$ cat src/rtl/acc_drain_if.sv
// Bundle of the drain-side signals of acc_drain: PE accumulator capture inputs,
// the downstream valid/ready output word, and the status outputs.
interface acc_drain_if #(
    parameter int N_PE  = 4,
    parameter int ACC_W = 20
);
    localparam int LANE_W = (N_PE > 1) ? $clog2(N_PE) : 1;

    logic [N_PE*ACC_W-1:0] iAcc;
    logic [N_PE-1:0]       iClearAcc;
    logic                  iReady;
    logic                  iClrErr;
    logic                  oValid;
    logic [ACC_W-1:0]      oData;
    logic [LANE_W-1:0]     oLane;
    logic                  oLast;
    logic                  oOverflow;
    logic [15:0]           oFrameCnt;

    modport slave (
        input  iAcc, iClearAcc, iReady, iClrErr,
        output oValid, oData, oLane, oLast, oOverflow, oFrameCnt
    );

    modport master (
        output iAcc, iClearAcc, iReady, iClrErr,
        input  oValid, oData, oLane, oLast, oOverflow, oFrameCnt
    );
endinterface

$ cat src/rtl/acc_drain.sv
// Drains one row of PE accumulators lane by lane into a valid/ready stream.
// Define ACC_DRAIN_OVERWRITE_EN to let an overflowing capture replace the held value.
module acc_drain #(
    parameter int N_PE  = 4,
    parameter int ACC_W = 20
) (
    input  logic        iClk,
    input  logic        iRst,
    acc_drain_if.slave  bus
);
    localparam int LANE_W = (N_PE > 1) ? $clog2(N_PE) : 1;
    localparam logic [LANE_W-1:0] LAST_LANE = LANE_W'(N_PE - 1);

    typedef enum logic {IDLE = 1'b0, PRESENT = 1'b1} state_t;

    state_t            state_r, state_s;
    logic [LANE_W-1:0] ptr_r, ptr_s, nptr_s;
    logic [N_PE-1:0]   full_r, full_s;
    logic [ACC_W-1:0]  hold_r [N_PE];
    logic [ACC_W-1:0]  hold_s [N_PE];
    logic              valid_r;
    logic [ACC_W-1:0]  data_r, data_s;
    logic [LANE_W-1:0] lane_r, lane_s;
    logic              last_r, last_s;
    logic              ovf_r, ovf_s, ovf_event_s;
    logic [15:0]       frame_r, frame_s;
    logic              hs_s;

    assign bus.oValid    = valid_r;
    assign bus.oData     = data_r;
    assign bus.oLane     = lane_r;
    assign bus.oLast     = last_r;
    assign bus.oOverflow = ovf_r;
    assign bus.oFrameCnt = frame_r;

    // Next-state, presentation, capture and status logic
    always_comb begin
        state_s     = state_r;
        ptr_s       = ptr_r;
        full_s      = full_r;
        hold_s      = hold_r;
        data_s      = data_r;
        lane_s      = lane_r;
        last_s      = last_r;
        ovf_event_s = 1'b0;
        hs_s        = (state_r == PRESENT) && bus.iReady;
        nptr_s      = (ptr_r == LAST_LANE) ? '0 : ptr_r + LANE_W'(1);

        case (state_r)
            IDLE: begin
                if (full_r[ptr_r]) begin
                    state_s = PRESENT;
                    data_s  = hold_r[ptr_r];
                    lane_s  = ptr_r;
                    last_s  = (ptr_r == LAST_LANE);
                end else begin
                    state_s = IDLE;
                end
            end
            PRESENT: begin
                if (bus.iReady) begin
                    full_s[ptr_r] = 1'b0;
                    ptr_s         = nptr_s;
                    // Chain straight into the next lane to keep one word per cycle
                    if (full_r[nptr_s] && (nptr_s != ptr_r)) begin
                        state_s = PRESENT;
                        data_s  = hold_r[nptr_s];
                        lane_s  = nptr_s;
                        last_s  = (nptr_s == LAST_LANE);
                    end else begin
                        state_s = IDLE;
                    end
                end else begin
                    state_s = PRESENT;
                end
            end
            default: begin
                state_s = IDLE;
            end
        endcase

        for (int k = 0; k < N_PE; k++) begin
            if (bus.iClearAcc[k]) begin
                // A lane leaving this cycle frees its slot for the new value
                if (!full_r[k] || (hs_s && (ptr_r == LANE_W'(k)))) begin
                    hold_s[k] = bus.iAcc[k*ACC_W +: ACC_W];
                    full_s[k] = 1'b1;
                end else begin
                    ovf_event_s = 1'b1;
`ifdef ACC_DRAIN_OVERWRITE_EN
                    if ((state_r == PRESENT) && (ptr_r == LANE_W'(k))) begin
                        hold_s[k] = hold_r[k];
                    end else begin
                        hold_s[k] = bus.iAcc[k*ACC_W +: ACC_W];
                    end
`else
                    hold_s[k] = hold_r[k];
`endif
                end
            end else begin
                hold_s[k] = hold_r[k];
            end
        end

        if (ovf_event_s) begin
            ovf_s = 1'b1;
        end else if (bus.iClrErr) begin
            ovf_s = 1'b0;
        end else begin
            ovf_s = ovf_r;
        end

        if (hs_s && last_r) begin
            frame_s = frame_r + 16'd1;
        end else begin
            frame_s = frame_r;
        end
    end

    // State, lane storage and output registers
    always_ff @(posedge iClk or posedge iRst) begin
        if (iRst) begin
            state_r <= IDLE;
            ptr_r   <= '0;
            full_r  <= '0;
            for (int k = 0; k < N_PE; k++) begin
                hold_r[k] <= '0;
            end
            valid_r <= 1'b0;
            data_r  <= '0;
            lane_r  <= '0;
            last_r  <= 1'b0;
            ovf_r   <= 1'b0;
            frame_r <= 16'd0;
        end else begin
            state_r <= state_s;
            ptr_r   <= ptr_s;
            full_r  <= full_s;
            hold_r  <= hold_s;
            valid_r <= (state_s == PRESENT);
            data_r  <= data_s;
            lane_r  <= lane_s;
            last_r  <= last_s;
            ovf_r   <= ovf_s;
            frame_r <= frame_s;
        end
    end
endmodule

$ cat src/flat_wrapper.sv
// flat-port wrapper written by rule: the top's interface ports become plain ports
module acc_drain_flat 
#(
    parameter int N_PE  = 4,
    parameter int ACC_W = 20
)
  (iClk, iRst, bus_iAcc, bus_iClearAcc, bus_iReady, bus_iClrErr, bus_oValid, bus_oData, bus_oLane, bus_oLast, bus_oOverflow, bus_oFrameCnt);
  acc_drain_if #(.N_PE(N_PE), .ACC_W(ACC_W)) bus_i ();
  input  logic iClk;
  input  logic iRst;
  input wire logic [$bits(bus_i.iAcc)-1:0] bus_iAcc;
  input wire logic [$bits(bus_i.iClearAcc)-1:0] bus_iClearAcc;
  input wire logic [$bits(bus_i.iReady)-1:0] bus_iReady;
  input wire logic [$bits(bus_i.iClrErr)-1:0] bus_iClrErr;
  output wire logic [$bits(bus_i.oValid)-1:0] bus_oValid;
  output wire logic [$bits(bus_i.oData)-1:0] bus_oData;
  output wire logic [$bits(bus_i.oLane)-1:0] bus_oLane;
  output wire logic [$bits(bus_i.oLast)-1:0] bus_oLast;
  output wire logic [$bits(bus_i.oOverflow)-1:0] bus_oOverflow;
  output wire logic [$bits(bus_i.oFrameCnt)-1:0] bus_oFrameCnt;
  assign bus_i.iAcc = bus_iAcc;
  assign bus_i.iClearAcc = bus_iClearAcc;
  assign bus_i.iReady = bus_iReady;
  assign bus_i.iClrErr = bus_iClrErr;
  assign bus_oValid = bus_i.oValid;
  assign bus_oData = bus_i.oData;
  assign bus_oLane = bus_i.oLane;
  assign bus_oLast = bus_i.oLast;
  assign bus_oOverflow = bus_i.oOverflow;
  assign bus_oFrameCnt = bus_i.oFrameCnt;
  acc_drain #(.N_PE(N_PE), .ACC_W(ACC_W)) u_core (.iClk(iClk), .iRst(iRst), .bus(bus_i));
endmodule
$ cat config.mk
export PLATFORM = sky130hd
export DESIGN_NAME = acc_drain_flat
export DESIGN_NICKNAME = d
export VERILOG_FILES = /design/src/rtl/acc_drain_if.sv /design/src/rtl/acc_drain.sv /design/src/flat_wrapper.sv
export SDC_FILE = /design/constraint.sdc
export NUM_CORES = 1
export LEC_CHECK = 0
export BUFFER_PORTS_ARGS = -buffer_cell sky130_fd_sc_hd__buf_2
export CAP_MARGIN = 20
export CORE_MARGIN = 5
export CORE_UTILIZATION = 50
export DETAILED_ROUTE_END_ITERATION = 16
export GPL_TIMING_DRIVEN = 0
export PLACE_DENSITY_LB_ADDON = 0.25
export SYNTH_ARGS = -nofsm -noshare
export SYNTH_HDL_FRONTEND = slang
export SYNTH_SLANG_ARGS = --single-unit
$ cat constraint.sdc
create_clock -name iClk -period 3.3 [get_ports iClk]
set_input_delay 0.165 -clock iClk [delete_from_list [all_inputs] [get_ports iClk]]
set_output_delay 0.165 -clock iClk [all_outputs]
set_load 0.05 [all_outputs]
# After elaboration in Yosys (flattened, before gate mapping)
# Cells that the tools add are included.
[totals]
elab_cells = 105
ramBits = 0
mem_count = 0
in_bits = 88
latch_bits = 0
out_inout_bits = 41
register_bits = 127
mem_bits_ro = 0
[classes]
bitwise_logic = 5
muxes = 49
n_div = 0
addsub = 2
n_lt_le_gt_ge = 5
multipliers = 0
n_reduce_logical = 24
shifts = 0
n_eq_ne = 8
[ops]
columns = ["cell", "count"]
rows = [
  ["$mux 20", 7],
  ["$bmux 20 s2", 2],
  ["$pmux 20 s2", 1],
  ["$mux 1", 27],
  ["$add 16x1->16 const B", 1],
  ["$reduce_and 2->1", 5],
  ["$logic_and 1x1->1", 8],
  ["$mux 2", 4],
  ["$mux 4", 2],
  ["$eq 2x2->1 const B", 3],
  ["$ge 3x3->1 const B", 2],
  ["$lt 2x3->1 const B", 2],
  ["$not 2->3", 2],
  ["$and 4x4->4", 1],
  ["$bmux 1 s2", 2],
  ["$logic_not 1->1", 4],
  ["$logic_or 1x1->1", 4],
  ["$ne 2x2->1 const B", 2],
  ["$not 4->4", 1],
  ["$pmux 1 s2", 2],
  ["$pmux 2 s2", 1],
  ["$reduce_and 3->1", 1],
  ["$add 2x1->2 const B", 1],
  ["$demux 1 s2", 1],
  ["7 further kinds", 7],
]

# Depth between registers and ports, before layout
[depth]
ltp_word = 12
mapped_depth = 9
ltp_nobuf = 6

# Worst setup path before layout
# No wires, ideal clock.
[synth_path]
path_kind = "reg2reg"
from = "reg u_core.ptr_r[1]"
to = "reg u_core.data_r[19], in the netlist u_core.bus.oData[19]"
path_slack_ns = 0.605
path_stages_with_launch = 9
setup_time_ns = 0.125
arrival_ns = 2.570
synth_period_minus_slack_ns = 2.695
t_required_ns = 3.175
n_path_buf = 3
cell_sequence = "dfrtp_1 > clkbuf_1 > clkbuf_1 > inv_1 > ha_1 > buf_1 > mux4_2 > mux2_2 > mux2_2"
[synth_via]
elab_chain_cells = 9
elab_cells_between_ends = 24
cone_classes = "add/sub (1); eq/ne (4); mux (15); bitwise (2); reduce/logical (2)"
[synth_rtl]
columns = ["element", "line", "source"]
rows = [
  ["from (decl)", "acc_drain.sv:17", "logic [LANE_W-1:0] ptr_r, ptr_s, nptr_s;"],
  ["from (signal assigned)", "acc_drain.sv:137", "ptr_r <= ptr_s;"],
  ["$add 2x1->2 or $eq 2x2->1 (tied branches)", "acc_drain.sv:47", "nptr_s = (ptr_r == LAST_LANE) ? '0 : ptr_r + LANE_W'(1);"],
  ["$mux 2 *", "acc_drain.sv:47", ""],
  ["net u_core.nptr_s[1]", "acc_drain.sv:17", ""],
  ["$not 2->3 (implied by the code)", "acc_drain.sv:67", "data_s = hold_r[nptr_s];"],
  ["$bmux 20 s2", "acc_drain.sv:67", ""],
  ["$mux 20 (implied by the code) (2 in series)", "acc_drain.sv:67", ""],
  ["$mux 20", "acc_drain.sv:65", "if (full_r[nptr_s] && (nptr_s != ptr_r)) begin"],
  ["$mux 20", "acc_drain.sv:61", "if (bus.iReady) begin"],
  ["$pmux 20 s2", "acc_drain.sv:49", "case (state_r)"],
  ["to (signal assigned)", "acc_drain.sv:141", "data_r <= data_s;"],
  ["to (decl)", "acc_drain.sv:22", "logic [ACC_W-1:0] data_r, data_s;"],
]
# Mark *: on every way through the listed nets, which the timed path passes. The rest lies on a longest branch. The select of a mux whose other input is x is not followed.
# A chain may end at the register's enable or synchronous reset.

# Worst setup path after layout
[layout_path]
from = "reg u_core.ptr_r[1]"
to = "reg u_core.data_r[11], in the netlist u_core.bus.oData[11]"
# The elaborated chain is that of the path after synthesis.

==> metrics.md <==
| Metric | Value |
|---|---|
| Critical setup path kind | `reg2reg` |
| Yosys cell types | `32` |
| CP arrival | `3.32 ns` |
| Sequential area share after synthesis | `51.1%` |
| Buffers on Ports | `128` |
| Mean post-synth cell area | `14.5 um2` |
| Grt ovf | `0` |
| Die width | `122 um` |
| CORE AREA | `0.0121 mm2` |
| Reg clk slew, reported paths | `0.05 ns` |
| Worst skew pair latency | `0.42 ns` |
| Post-Syn Area | `0.00622 mm2` |
| Final period util | `91.6%` |
| Syn Nets | `523` |
| Final wirelength | `16700 um` |
| Initial antenna violation count | `0` |
| Max-slew violation count | `0` |
| Setup Viol. Count Final | `0` |
| H-tree depth | `4` |
| Vias in the first global route | `5016` |
| Syn Inst Count | `430` |
| Pleak | `3.88 nW` |
| Hpwl dp | `11000 um` |
| Relative slew slack | `44.3%` |
| Num rows | `40` |
| CP cell instances | `clkbuf_1 > clkbuf_2 > inv_1 > ha_1 > clkbuf_2 > mux4_2 > mux2_2 > mux2_2` |
| Global placement routability congestion | `0.782` |
| Hold Violations, Final | `0` |
| Number of remaining DRC errors | `0` |
| Post-route insts no fill | `844` |
| Power Density | `1060 mW/mm2` |
| Total GRT Usage | `23.8%` |
| Share of layout cells above drive strength 1 | `46.7%` |
| F_max | `331 MHz` |
| Nets | `755` |
| Sink Count | `127` |
| RSZ-0062 raised after global routing | `no` |
| Post-CTS Setup Inserts | `0` |
| Placed insts | `729` |
| Syn. warnings | `0` |
| IO Count | `129` |
| Status | `finished, final reports clean` |
| Final core occ | `70.9%` |
| Worst hold path type | `in2reg` |
| Die Y | `122 um` |
| CP max FO | `10` |
| #FFs+latches synth | `127` |
| Dpl ws | `-0.280 ns` |
| Dpl cell area | `0.00714 mm2` |
| Largest stage delay on the critical path | `0.41 ns` |
| CTS Buffer Depth | `2` |
| Die area | `0.0148 mm2` |
| CP Capture Type | `flop` |
| CP Launch Type | `flop` |
| Area contributors post-synth | `dfrtp_1, mux2_2, mux4_2` |
| Largest net degree at the start of global routing | `41` |
| CTS tree | `built` |
| Cell area after layout | `0.00858 mm2` |
| Initial DRT Pass Iterations | `4` |
| Min Tclk post-route | `3.02 ns` |
| Routed Antenna Nets | `0` |
| Root Buffer | `clkbuf_16` |
| Inserted Clock Buffers | `17` |
| Post-Route Skew | `0.00642 ns` |
| Max cap viols | `0` |
| Setup TNS | `0 ns` |
| Tightest Pin Transition | `0.836 ns` |
| Via count | `4592` |
| Tot Pwr | `9.08 mW` |
| Area delta synth->final | `38.0%` |
| Starting Density | `51.4%` |
| Fin worst setup slack | `0.277 ns` |
| 1st-iter DRT viols | `210` |
| First-pass GRT wire length | `26500 um` |
| Critical path's slowest cell | `ha_1` |
| Top cell type's share of synthesized area | `51.1%` |
| DR vias/cell | `5.44` |
| DR WL/cell | `19.7 um` |
| WP data required | `3.60 ns` |
| VDD IR max | `0.558 mV` |
| Area leader, netlist | `dfrtp_1` |
| Hold WS | `0.0126 ns` |
## sequential cells by signal, indices dropped and copies added (netlist names)
signal / count
u_core.bus.oData: 20
u_core.state_r: 1
u_core.bus.oLane: 2
u_core.bus.oOverflow: 1
u_core.ptr_r: 2
u_core.bus.oFrameCnt: 16
u_core.full_r: 4
u_core.hold_r: 80
u_core.bus.oLast: 1
## report_power, final
group	total, mW	internal (mW)	switching, mW
Sequential	2.81	2.29	0.525
Clock	1.95	1.30	0.648
Combinational	4.32	2.17	2.14
Total	9.08	5.76	3.32
## cell families after synthesis
| group | synth area share (%) |
|---|---|
| simple gates | 5.37 |
| compound gates | 2.63 |
| mux | 35.3 |
| buf+inv | 2.55 |
| xor+xnor | 2.11 |
| flops | 51.1 |
| fa+ha+maj | 1.01 |
## placed cells by master (no fill, tap or decap), types with 3 or more instances in the layout
cell type | synthesis | layout
buf_2 | 10 | 138
dfrtp_1 | 127 | 127
mux2_2 | 104 | 104
dlygate4sd3_1 | 0 | 82
mux4_2 | 31 | 31
mux2i_1 | 20 | 20
clkbuf_16 | 0 | 17
nand2_1 | 16 | 16
nor2_1 | 16 | 16
a221oi_1 | 11 | 11
mux2_1 | 11 | 11
clkbuf_1 | 7 | 9
xnor2_1 | 9 | 9
nand3_1 | 9 | 9
and2_1 | 8 | 8
nand4_1 | 6 | 6
xor2_1 | 6 | 6
clkbuf_8 | 0 | 6
ha_1 | 5 | 5
o21ai_0 | 4 | 4
nand2b_1 | 4 | 4
buf_4 | 3 | 3
buf_6 | 3 | 3
nor2b_1 | 3 | 3
inv_1 | 4 | 3
bufinv_16 | 0 | 3
buf_12 | 0 | 3
## critical path, delay by kind of cell, from the launching register on
kind	cells	cell delay (ns)
flops	1	0.36
fa+ha+maj	1	0.41
mux	3	0.90
buf+inv	4	1.22
## metal layers
metal	track usage, %	up-vias	wire length, um
met4	8.96	0	296
met2	42.4	128	8910
met1	27.8	2366	6610
li1	-	2070	-
met3	5.76	28	833
met5	0	-	0
## worst paths after layout
kind | cells past startpoint | endpoint | start | slack, ns
worst max-delay path | 8 | u_core.bus.oData[11] | u_core.ptr_r[1] | 0.28
worst min-delay path | 2 | u_core.hold_r[72] | bus_iAcc[12] | 0.01
worst max register to register | 8 | u_core.bus.oData[11] | u_core.ptr_r[1] | 0.28
worst min register to register | 1 | u_core.bus.oFrameCnt[15] | u_core.bus.oFrameCnt[15] | 0.46
max in group asynchronous | 5 | u_core.bus.oData[19] | iRst | 2.11
min in group asynchronous | 3 | u_core.hold_r[78] | iRst | 0.36
## synth_stat cells, drive strengths merged
master,instances
a21o,1
nand2,16
o22a,1
mux2i,20
and3,2
xor2,6
a221oi,11
nand4,6
inv,4
mux2,115
nand3,9
clkbuf,7
xnor2,9
buf,19
and4,1
ha,5
a31oi,1
a21oi,1
nor3,1
a32oi,1
nand2b,4
and2,8
o21ai,4
dfrtp,127
mux4,31
nor2b,3
nor2,17
## timing repair
action | in CTS | in global routing
hold buffers | 80 | 2
endpoints found under the hold margin | 102 | 2
resized for setup | 1 | 1
setup endpoints to repair | 9 | 9
## layout make-up
class / count / area, um2
multi-input combinational: 273 / 2890
timing repair buffer: 213 / 1520
fill: 860 / 3530
tap: 168 / 210
antenna: 2 / 5.00
buffer: 26 / 146
clock buffer: 26 / 519
clock inverter: 5 / 100
inverter: 4 / 18.8
sequential: 127 / 3180
Power figures use the tool's default switching activity.
